===== config.mk =====
export PLATFORM = sky130hd
export DESIGN_NAME = vendor_multi
export DESIGN_NICKNAME = d
export VERILOG_FILES = /design/src/rtl/vendor_multi.sv
export SDC_FILE = /design/constraint.sdc
export NUM_CORES = 1
export LEC_CHECK = 0
export ABC_AREA = 1
export BUFFER_PORTS_ARGS = -buffer_cell sky130_fd_sc_hd__buf_4
export CORE_MARGIN = 3
export CORE_UTILIZATION = 55
export DETAILED_ROUTE_END_ITERATION = 12
export GPL_TIMING_DRIVEN = 0
export PLACE_DENSITY = 0.82
export REMOVE_ABC_BUFFERS = 1
export SYNTH_ARGS = -nofsm -noshare
export SYNTH_HDL_FRONTEND = slang
export SYNTH_SLANG_ARGS = --single-unit
export TNS_END_PERCENT = 20

===== constraint.sdc =====
create_clock -name clk -period 10 [get_ports clk]
set_input_delay 2 -clock clk [delete_from_list [all_inputs] [get_ports clk]]
set_output_delay 2 -clock clk [all_outputs]
set_load 0.005 [all_outputs]

===== src/rtl/vendor_multi.sv =====
// rtl/vendor_multi.sv - distance-fare ticket vending controller with change and refund
// Optional 5-coin support is enabled by defining VENDOR_FIVE_COIN_EN.
module vendor_multi #(
    parameter int WIDTH     = 8,
    parameter int STATIONS  = 32,
    parameter int HOME      = 16,
    parameter int BASE_FARE = 1,
    parameter int STEP_FARE = 1
) (
    input  logic             clk,
    input  logic             rst,
    input  logic [WIDTH-1:0] dest,
    input  logic [WIDTH-1:0] count,
    input  logic             coin_1,
    input  logic             coin_5,
    input  logic             coin_10,
    input  logic             done,
    input  logic             cancel,
    output logic             ticket,
    output logic             one_output,
    output logic             five_output,
    output logic             ten_output,
    output logic [WIDTH-1:0] credit,
    output logic             busy,
    output logic             short,
    output logic             err
);
    localparam int W2 = 2 * WIDTH;
    localparam logic [WIDTH-1:0] HOME_W     = WIDTH'(HOME);
    localparam logic [W2-1:0]    STATIONS_W = W2'(STATIONS);
    localparam logic [W2-1:0]    BASE_W     = W2'(BASE_FARE);
    localparam logic [W2-1:0]    STEP_W     = W2'(STEP_FARE);
    localparam logic [WIDTH-1:0] C1         = WIDTH'(1);
    localparam logic [WIDTH-1:0] C5         = WIDTH'(5);
    localparam logic [WIDTH-1:0] C10        = WIDTH'(10);

    typedef enum logic [1:0] {S_IDLE = 2'd0, S_ISSUE = 2'd1, S_CHANGE = 2'd2} state_t;

    state_t           r_state, w_state_nxt;
    logic [WIDTH-1:0] r_credit, w_credit_nxt;
    logic [WIDTH-1:0] r_remaining, w_remaining_nxt;
    logic             r_done_q;
    logic             r_ticket, r_one, r_five, r_ten, r_busy, r_short, r_err;
    logic             w_ticket_nxt, w_one_nxt, w_five_nxt, w_ten_nxt;
    logic             w_busy_nxt, w_short_nxt, w_err_nxt;

`ifdef VENDOR_FIVE_COIN_EN
    localparam bit FIVE_EN = 1'b1;
    logic w_coin_5;
    assign w_coin_5 = coin_5;
`else
    localparam bit FIVE_EN = 1'b0;
    logic w_coin_5;
    logic w_unused_coin_5;
    assign w_coin_5        = 1'b0;
    assign w_unused_coin_5 = coin_5;
`endif

    logic [WIDTH:0]   w_coin_sum, w_credit_add;
    logic             w_overflow;
    logic [WIDTH-1:0] w_credit_in;
    logic [WIDTH-1:0] w_dist;
    logic [W2-1:0]    w_fare, w_total;
    logic             w_done_edge, w_invalid, w_no_funds;

    // One extra bit catches a coin sum that would wrap the credit register.
    assign w_coin_sum   = (coin_1   ? (WIDTH+1)'(1)  : '0)
                        + (w_coin_5 ? (WIDTH+1)'(5)  : '0)
                        + (coin_10  ? (WIDTH+1)'(10) : '0);
    assign w_credit_add = {1'b0, r_credit} + w_coin_sum;
    assign w_overflow   = w_credit_add[WIDTH];
    assign w_credit_in  = w_overflow ? r_credit : w_credit_add[WIDTH-1:0];

    assign w_dist      = (dest >= HOME_W) ? (dest - HOME_W) : (HOME_W - dest);
    assign w_fare      = BASE_W + STEP_W * W2'(w_dist);
    assign w_total     = w_fare * W2'(count);
    assign w_done_edge = done & ~r_done_q;
    assign w_invalid   = (W2'(dest) >= STATIONS_W) || (count == '0);
    assign w_no_funds  = w_total > W2'(w_credit_in);

    always_ff @(posedge clk) begin
        if (rst) begin
            r_state     <= S_IDLE;
            r_credit    <= '0;
            r_remaining <= '0;
            r_done_q    <= 1'b0;
            r_ticket    <= 1'b0;
            r_one       <= 1'b0;
            r_five      <= 1'b0;
            r_ten       <= 1'b0;
            r_busy      <= 1'b0;
            r_short     <= 1'b0;
            r_err       <= 1'b0;
        end else begin
            r_state     <= w_state_nxt;
            r_credit    <= w_credit_nxt;
            r_remaining <= w_remaining_nxt;
            r_done_q    <= done;
            r_ticket    <= w_ticket_nxt;
            r_one       <= w_one_nxt;
            r_five      <= w_five_nxt;
            r_ten       <= w_ten_nxt;
            r_busy      <= w_busy_nxt;
            r_short     <= w_short_nxt;
            r_err       <= w_err_nxt;
        end
    end

    always_comb begin
        w_state_nxt = r_state;
        case (r_state)
            S_IDLE: begin
                if (cancel)
                    w_state_nxt = S_CHANGE;
                else if (w_done_edge && !w_invalid && !w_no_funds)
                    w_state_nxt = S_ISSUE;
            end
            S_ISSUE: begin
                if (r_remaining <= C1)
                    w_state_nxt = S_CHANGE;
            end
            S_CHANGE: begin
                if (r_credit == '0)
                    w_state_nxt = S_IDLE;
            end
            default: w_state_nxt = S_IDLE;
        endcase
    end

    always_comb begin
        w_credit_nxt    = r_credit;
        w_remaining_nxt = r_remaining;
        w_ticket_nxt    = 1'b0;
        w_one_nxt       = 1'b0;
        w_five_nxt      = 1'b0;
        w_ten_nxt       = 1'b0;
        w_short_nxt     = 1'b0;
        w_err_nxt       = 1'b0;
        w_busy_nxt      = (r_state != S_IDLE);
        case (r_state)
            S_IDLE: begin
                w_credit_nxt = w_credit_in;
                // Rejected coins go straight back out of their own chute.
                if (w_overflow) begin
                    w_one_nxt  = coin_1;
                    w_five_nxt = w_coin_5;
                    w_ten_nxt  = coin_10;
                end
                if (!cancel && w_done_edge) begin
                    if (w_invalid)
                        w_err_nxt = 1'b1;
                    else if (w_no_funds)
                        w_short_nxt = 1'b1;
                    else begin
                        w_credit_nxt    = w_credit_in - w_total[WIDTH-1:0];
                        w_remaining_nxt = count;
                    end
                end
            end
            S_ISSUE: begin
                w_ticket_nxt    = 1'b1;
                w_remaining_nxt = r_remaining - C1;
            end
            S_CHANGE: begin
                if (r_credit >= C10) begin
                    w_ten_nxt    = 1'b1;
                    w_credit_nxt = r_credit - C10;
                end else if (FIVE_EN && (r_credit >= C5)) begin
                    w_five_nxt   = 1'b1;
                    w_credit_nxt = r_credit - C5;
                end else if (r_credit >= C1) begin
                    w_one_nxt    = 1'b1;
                    w_credit_nxt = r_credit - C1;
                end
            end
            default: ;
        endcase
    end

    assign ticket      = r_ticket;
    assign one_output  = r_one;
    assign five_output = r_five;
    assign ten_output  = r_ten;
    assign credit      = r_credit;
    assign busy        = r_busy;
    assign short       = r_short;
    assign err         = r_err;
endmodule


Word level (Yosys, flattened, before mapping) --
Cells that the tools add are included.
Operators by class: reduce and logical (&&, ||, !) cells 18, muxes and demuxes 29, $add $sub $neg 9, equality and inequality tests 9, bitwise logic cells 4, shifts and indexed selects 0, $mul 1, order comparisons 6, divide/modulo/power cells 0
Operators by type and width (count):
- $mux 8 | 10
- $pmux 8 s2 | 2
- $gt 16x8->1 | 1
- $logic_not 8->1 | 2
- $mul 9x8->16 | 1
- $sub 8x1->8 const B | 2
- $ne 2x2->1 const B | 5
- $add 1x8->9 const A | 1
- $add 8x5->9 | 1
- $mux 1 | 9
- $ge 8x1->1 const B | 1
- $ge 8x4->1 const B | 1
- $ge 8x5->1 const B | 1
- $ge 8x6->1 const B | 1
- $le 8x1->1 const B | 1
- $mux 2 | 4
- $sub 5x8->8 const A | 1
- $sub 8x4->8 const B | 1
- $sub 8x5->8 const B | 1
- $sub 8x8->8 | 1
- $ne 3x3->1 const B | 2
- $pmux 2 s3 | 1
- $reduce_bool 2->1 | 3
- $add 1x4->5 | 1
- 15 further kinds | 22
Storage, ports and cells: bits in latches 0, word-level logic and storage cells 86, output and inout port bits 15, register bits after elaboration 25, RAM bits 0, input port bits 23, memories 0, ROM bits 0

Longest topological paths before layout --
depth after elaboration 10, depth in mapped cells 43, mapped depth without buffers 43

Least setup slack after synthesis --
No wires, ideal clock.
path kind input -> register, start point input dest[5], end point register r_state[0], library setup time 0.111 ns, stages on the path 40, arrival 8.164 ns, buffers on the path 0, path slack 1.725 ns, required time 9.889 ns, cell sequence inv_1 ha_1 nand2_2 nor2_4 nand2_2 inv_4 nand2_1 o21ai_0 ha_1 nand2_1 nor2_8 xor2_1 inv_1 nand2_1 fa_1 fa_1 inv_1 fa_1 [4 not listed] xnor2_1 inv_1 ha_1 a21oi_1 o21a_1 nand2_1 nand2_1 nand3_1 nor2_1 nand3_1 nor2_4 nand3_2 nor2_4 nand3_2 nand2_2 nand2_1 nor2_1 nor2_1
On the way: cells in the longest elaborated chain, start to end 9, elaborated cells on any way between the ends 15, those cells by class add/sub (3); mul (1); order compare (3); eq/ne (1); mux (1); reduce/logical (6)
RTL lines:
- from (decl) | RTL line 12 | input logic [WIDTH-1:0] dest,
- $sub 5x8->8 (tied with other cells) | RTL line 74 | assign w_dist = (dest >= HOME_W) ? (dest - HOME_W) : (HOME_W - dest);
- $mux 8 | RTL line 74
- $add 1x8->9 | RTL line 75 | assign w_fare = BASE_W + STEP_W * W2'(w_dist);
- $mul 9x8->16 | RTL line 76 | assign w_total = w_fare * W2'(count);
- $gt 16x8->1 | RTL line 79 | assign w_no_funds = w_total > W2'(w_credit_in);
- $logic_not 1->1 | RTL line 115 | else if (w_done_edge && !w_invalid && !w_no_funds)
- $logic_and 1x1->1 (*) | RTL line 115
- $ne 3x3->1 (no source line) (*)
- $reduce_and 3->1 (no source line) (*)
- to (signal assigned) | RTL line 95 | r_state <= w_state_nxt;
- to (decl) | RTL line 39 | state_t r_state, w_state_nxt;
Mark *: on every way between the ends. The rest lies on a longest branch, timed or not. A chain may end at the register's enable or synchronous reset.

Final worst setup path --
start point input dest[4], end point register r_credit[7], in the netlist credit[7]
On the way: cells in the longest elaborated chain, start to end 9, elaborated cells on any way between the ends 14, those cells by class add/sub (4); mul (1); order compare (3); mux (5); reduce/logical (1)
RTL lines:
- $sub 5x8->8 (tied with other cells) | RTL line 74
- $mux 8 | RTL line 74
- $add 1x8->9 | RTL line 75
- $mul 9x8->16 | RTL line 76
- $gt 16x8->1 or $sub 8x8->8 (tied branches) | RTL line 79, 155
- $mux 8 | RTL line 152 | else if (w_no_funds)
- $mux 8 (*) | RTL line 150 | if (w_invalid)
- $mux 8 (*) | RTL line 149 | if (!cancel && w_done_edge) begin
- $pmux 8 s2 (*) | RTL line 140 | case (r_state)
- to (signal assigned) | RTL line 96 | r_credit <= w_credit_nxt;
- to (decl) | RTL line 40 | logic [WIDTH-1:0] r_credit, w_credit_nxt;
Marked as above.

==> metrics.md <==
| Metric | Value |
|---|---|
| Final-stage net count | 944 |
| Layout cells sized above 1 | approximately a tenth |
| Worst EP arrival | between 9000 and 10000 ps |
| Pre-Repair DR Iteration Count | 7 |
| First-pass GRT wire length | 22.1 mm |
| Final Power | about 1.5 mW |
| Worst hold path class | flip-flop to flip-flop |
| Largest stage delay, worst path | between 500 and 600 ps |
| Detail Route Antenna Nets | 0 |
| Max Used Layer | met4 |
| Max Slew Vio Count | 0 |
| Leak | about 3.0 nW |
| Slew @ Worst Pin | approximately 770 ps |
| Global router's overall resource usage | a little under a quarter |
| Mapped Area | 0.00523 mm2 |
| Latest clock arrival within the worst-skew pair | roughly 290 ps |
| Simple logic cell fraction of the synthesized area | ~31% |
| Setup bufs post-CTS | 0 |
| # rows | 34 |
| Final worst path period share | 91.9% |
| Via count | around 5000 |
| Hold Path Depth | 2 |
| Hold Buf Count CTS | 0 |
| Post-synth EDFFs | 0 |
| Port-buffer cells | 35 |
| RePlAce Congestion | slightly above 0.9 |
| Sink Count | 25 |
| Most common cell after layout, fill and taps aside | inv_1 |
| Post-synth top area share | about 16% |
| Vias in the first global route | around 5000 |
| Yosys synthesis warning count | 0 |
| Post-route DRC | 0 |
| Setup violators final | 0 |
| Syn_area_per_cell | 6.72 um2 |
| Root Driver | clkbuf_8 |
| CP endpoint kind | flip-flop |
| Critical path fanouts, max | 9 |
| Setup_tns | 0 ps |
| Xor and xnor area share after synthesis | under 10% |
| HP Start | r_remaining[3] |
| DRT iter0 DRCs | 338 |
| Starting density of the core | a little under 60% |
| Met2 wire length | 6.07 mm |
| # diodes | 0 |
| Min Tclk post-route | roughly 9200 ps |
| WL met1 | around 5.4 mm |
| CORE AREA | between 0.008 and 0.009 mm2 |
| CP Class | primary input to flip-flop |
| Status | completed |
| Post-synthesis mux area share | 0% |
| Hold Path Sink | r_remaining[3] |
| Final hold vios | 0 |
| DR WL met3 | between 600 and 700 um |
| MaxCap Viol Count | 0 |
| Die Y | between 100 and 150 um |
| Avg Vias per Cell | between 5 and 6 |
| Seq/Total Area, Yosys | around a tenth |
| Die area | 0.0107 mm2 |
| Cts bufs inserted | 3 |
| Ranking of synthesized cells by area | fa_1, ha_1, inv_1 |
| PD cells | around 260 mW/mm2 |
| Top Ports | 38 |
| PostCTS Resize Cnt | 0 |
| Largest family of logic cells by synthesized area | adder cells |
| Final WL | about 12 mm |
| Slowest CP cell | xor2_1 |
| Antenna violations before repair | 0 |
| FF-to-FF Start | credit[0] |
| Max-slew headroom | approximately half |
| Area grow syn2layout | 8.35% |
| RSZ-0062 raised after global routing | false |
| Die width | about 100 um |
| Synth Instances | 778 |
| WL per Instance | 13.2 um |
| Clock Path Buffers | 2 |
| Max VDD drop | between 0.2 and 0.3 mV |
| Commonest cells after routing, fill and taps aside | inv_1, nand2_1, nor2_1 |
| Worst Reg2Reg Path Length in Cells | 30 |
| Compound-Gate Fraction of Synth Area | 10.8% |
| Synth async-reset ratio | 0% |
| Fillcell total | 783 |
| Achievable Freq | around 110 MHz |
| Distinct cells, synth | between 40 and 50 |
| Synth Register Bits | 25 |
| Final setup skew | 1.19 ps |
| Worst Path Required | 10230 ps |
| Crit start category | primary input |
| Total grt overflow | 0 |
| Post-synthesis adder-cell area fraction | between 30% and 40% |
| Largest net degree at the start of global routing | 17 |
| FF-to-FF End | credit[7] |
| Most used DFF post-synth | dfxtp_1 |
| HPWL after DPL | roughly 10 mm |
| CTS tree | built |
| R2R setup slack | around 5600 ps |
| Clk slew on worst S/H paths | about 100 ps |
| Synth area leader | fa_1 |
| CTS H-Tree Depth | 1 |
==> registers in the layout, summed over array words and instances (netlist names) <==
signal / cells
busy: 1
credit: 8
err: 1
one_output: 1
r_done_q: 1
r_remaining: 8
r_state: 2
short: 1
ten_output: 1
ticket: 1
==> kinds of logic after synthesis <==
logic type	count (synthesis)
xor gates and xnor gates	25
DFF	25
adders and majority gates	109
AOI/OAI and AO/OA	103
and+or+nand+nor	351
other	1
buffers and inverters	164
==> Yosys cell counts, types with 3 or more instances <==
cell / count
a21oi_1: 44
a31oi_1: 4
clkbuf_1: 4
dfxtp_1: 25
fa_1: 43
ha_1: 66
inv_1: 152
inv_2: 3
nand2_1: 143
nand2_2: 8
nand3_1: 42
nand3_2: 7
nand4_1: 16
nor2_1: 111
nor2_4: 5
nor3_1: 6
o21ai_0: 38
o21ai_1: 3
o21bai_1: 3
o22ai_1: 3
or2_2: 3
xnor2_1: 11
xor2_1: 12
==> critical path: cells and delay by family <==
kind / cells / cell delay [ps]
XOR/XNOR: 2 / 730
buffers and inverters: 8 / 770
AND/OR/NAND/NOR: 20 / 2490
AO/OA/AOI/OAI: 2 / 250
adder cells (fa/ha/maj): 8 / 3140
==> report_power, final <==
group          internal [mW]  switching (mW)
clock network         0.0294          0.0391
logic                  0.476           0.777
registers              0.126          0.0309
total                  0.631           0.847
==> per-layer routing <==
metal	global-route usage [%]	vias to the layer above
met5	0	-
met4	6.46	0
li1	-	2512
met1	31.2	2350
met3	2.30	20
met2	42.6	147
==> worst max-delay path by stage <==
stage / startpoint / endpoint / slack [ps]
2_1_floorplan: dest[5] / r_state[0] / 1720
3_3_place_gp: dest[5] / credit[7] / 800
3_5_place_dp: dest[4] / credit[7] / 600
4_1_cts: dest[4] / credit[7] / 880
5_1_grt: dest[5] / credit[0] / 290
6_report: dest[4] / credit[7] / 810
==> stage by stage <==
| step | cells | area [um2] | hold WS [ps] | utilization [%] | worst slack (ps) |
|---|---|---|---|---|---|
| floorplan | 772 | 5190 | 458 | - | 1720 |
| global placement | 933 | 5620 | 481 | 62.6 | 795 |
| detailed placement | 933 | 5620 | 495 | 62.6 | 599 |
| CTS | 937 | 5670 | 510 | 63.1 | 875 |
| global route | 937 | 5670 | 544 | 63.1 | 293 |
| finish | 937 | 5670 | 513 | 63.1 | 814 |
==> final cells by class <==
cell class              instances  area [um2]  area share (%)
clock buffers                   3        41.3           0.729
clock inverters                 1        8.76           0.155
inverters                     158         596            10.5
multi-input cells             589        4100            72.3
flip-flops and latches         25         500            8.83
well taps                     126         158            2.78
repair buffers                 35         263            4.64
Note: power is estimated with default switching activity, not from simulation.
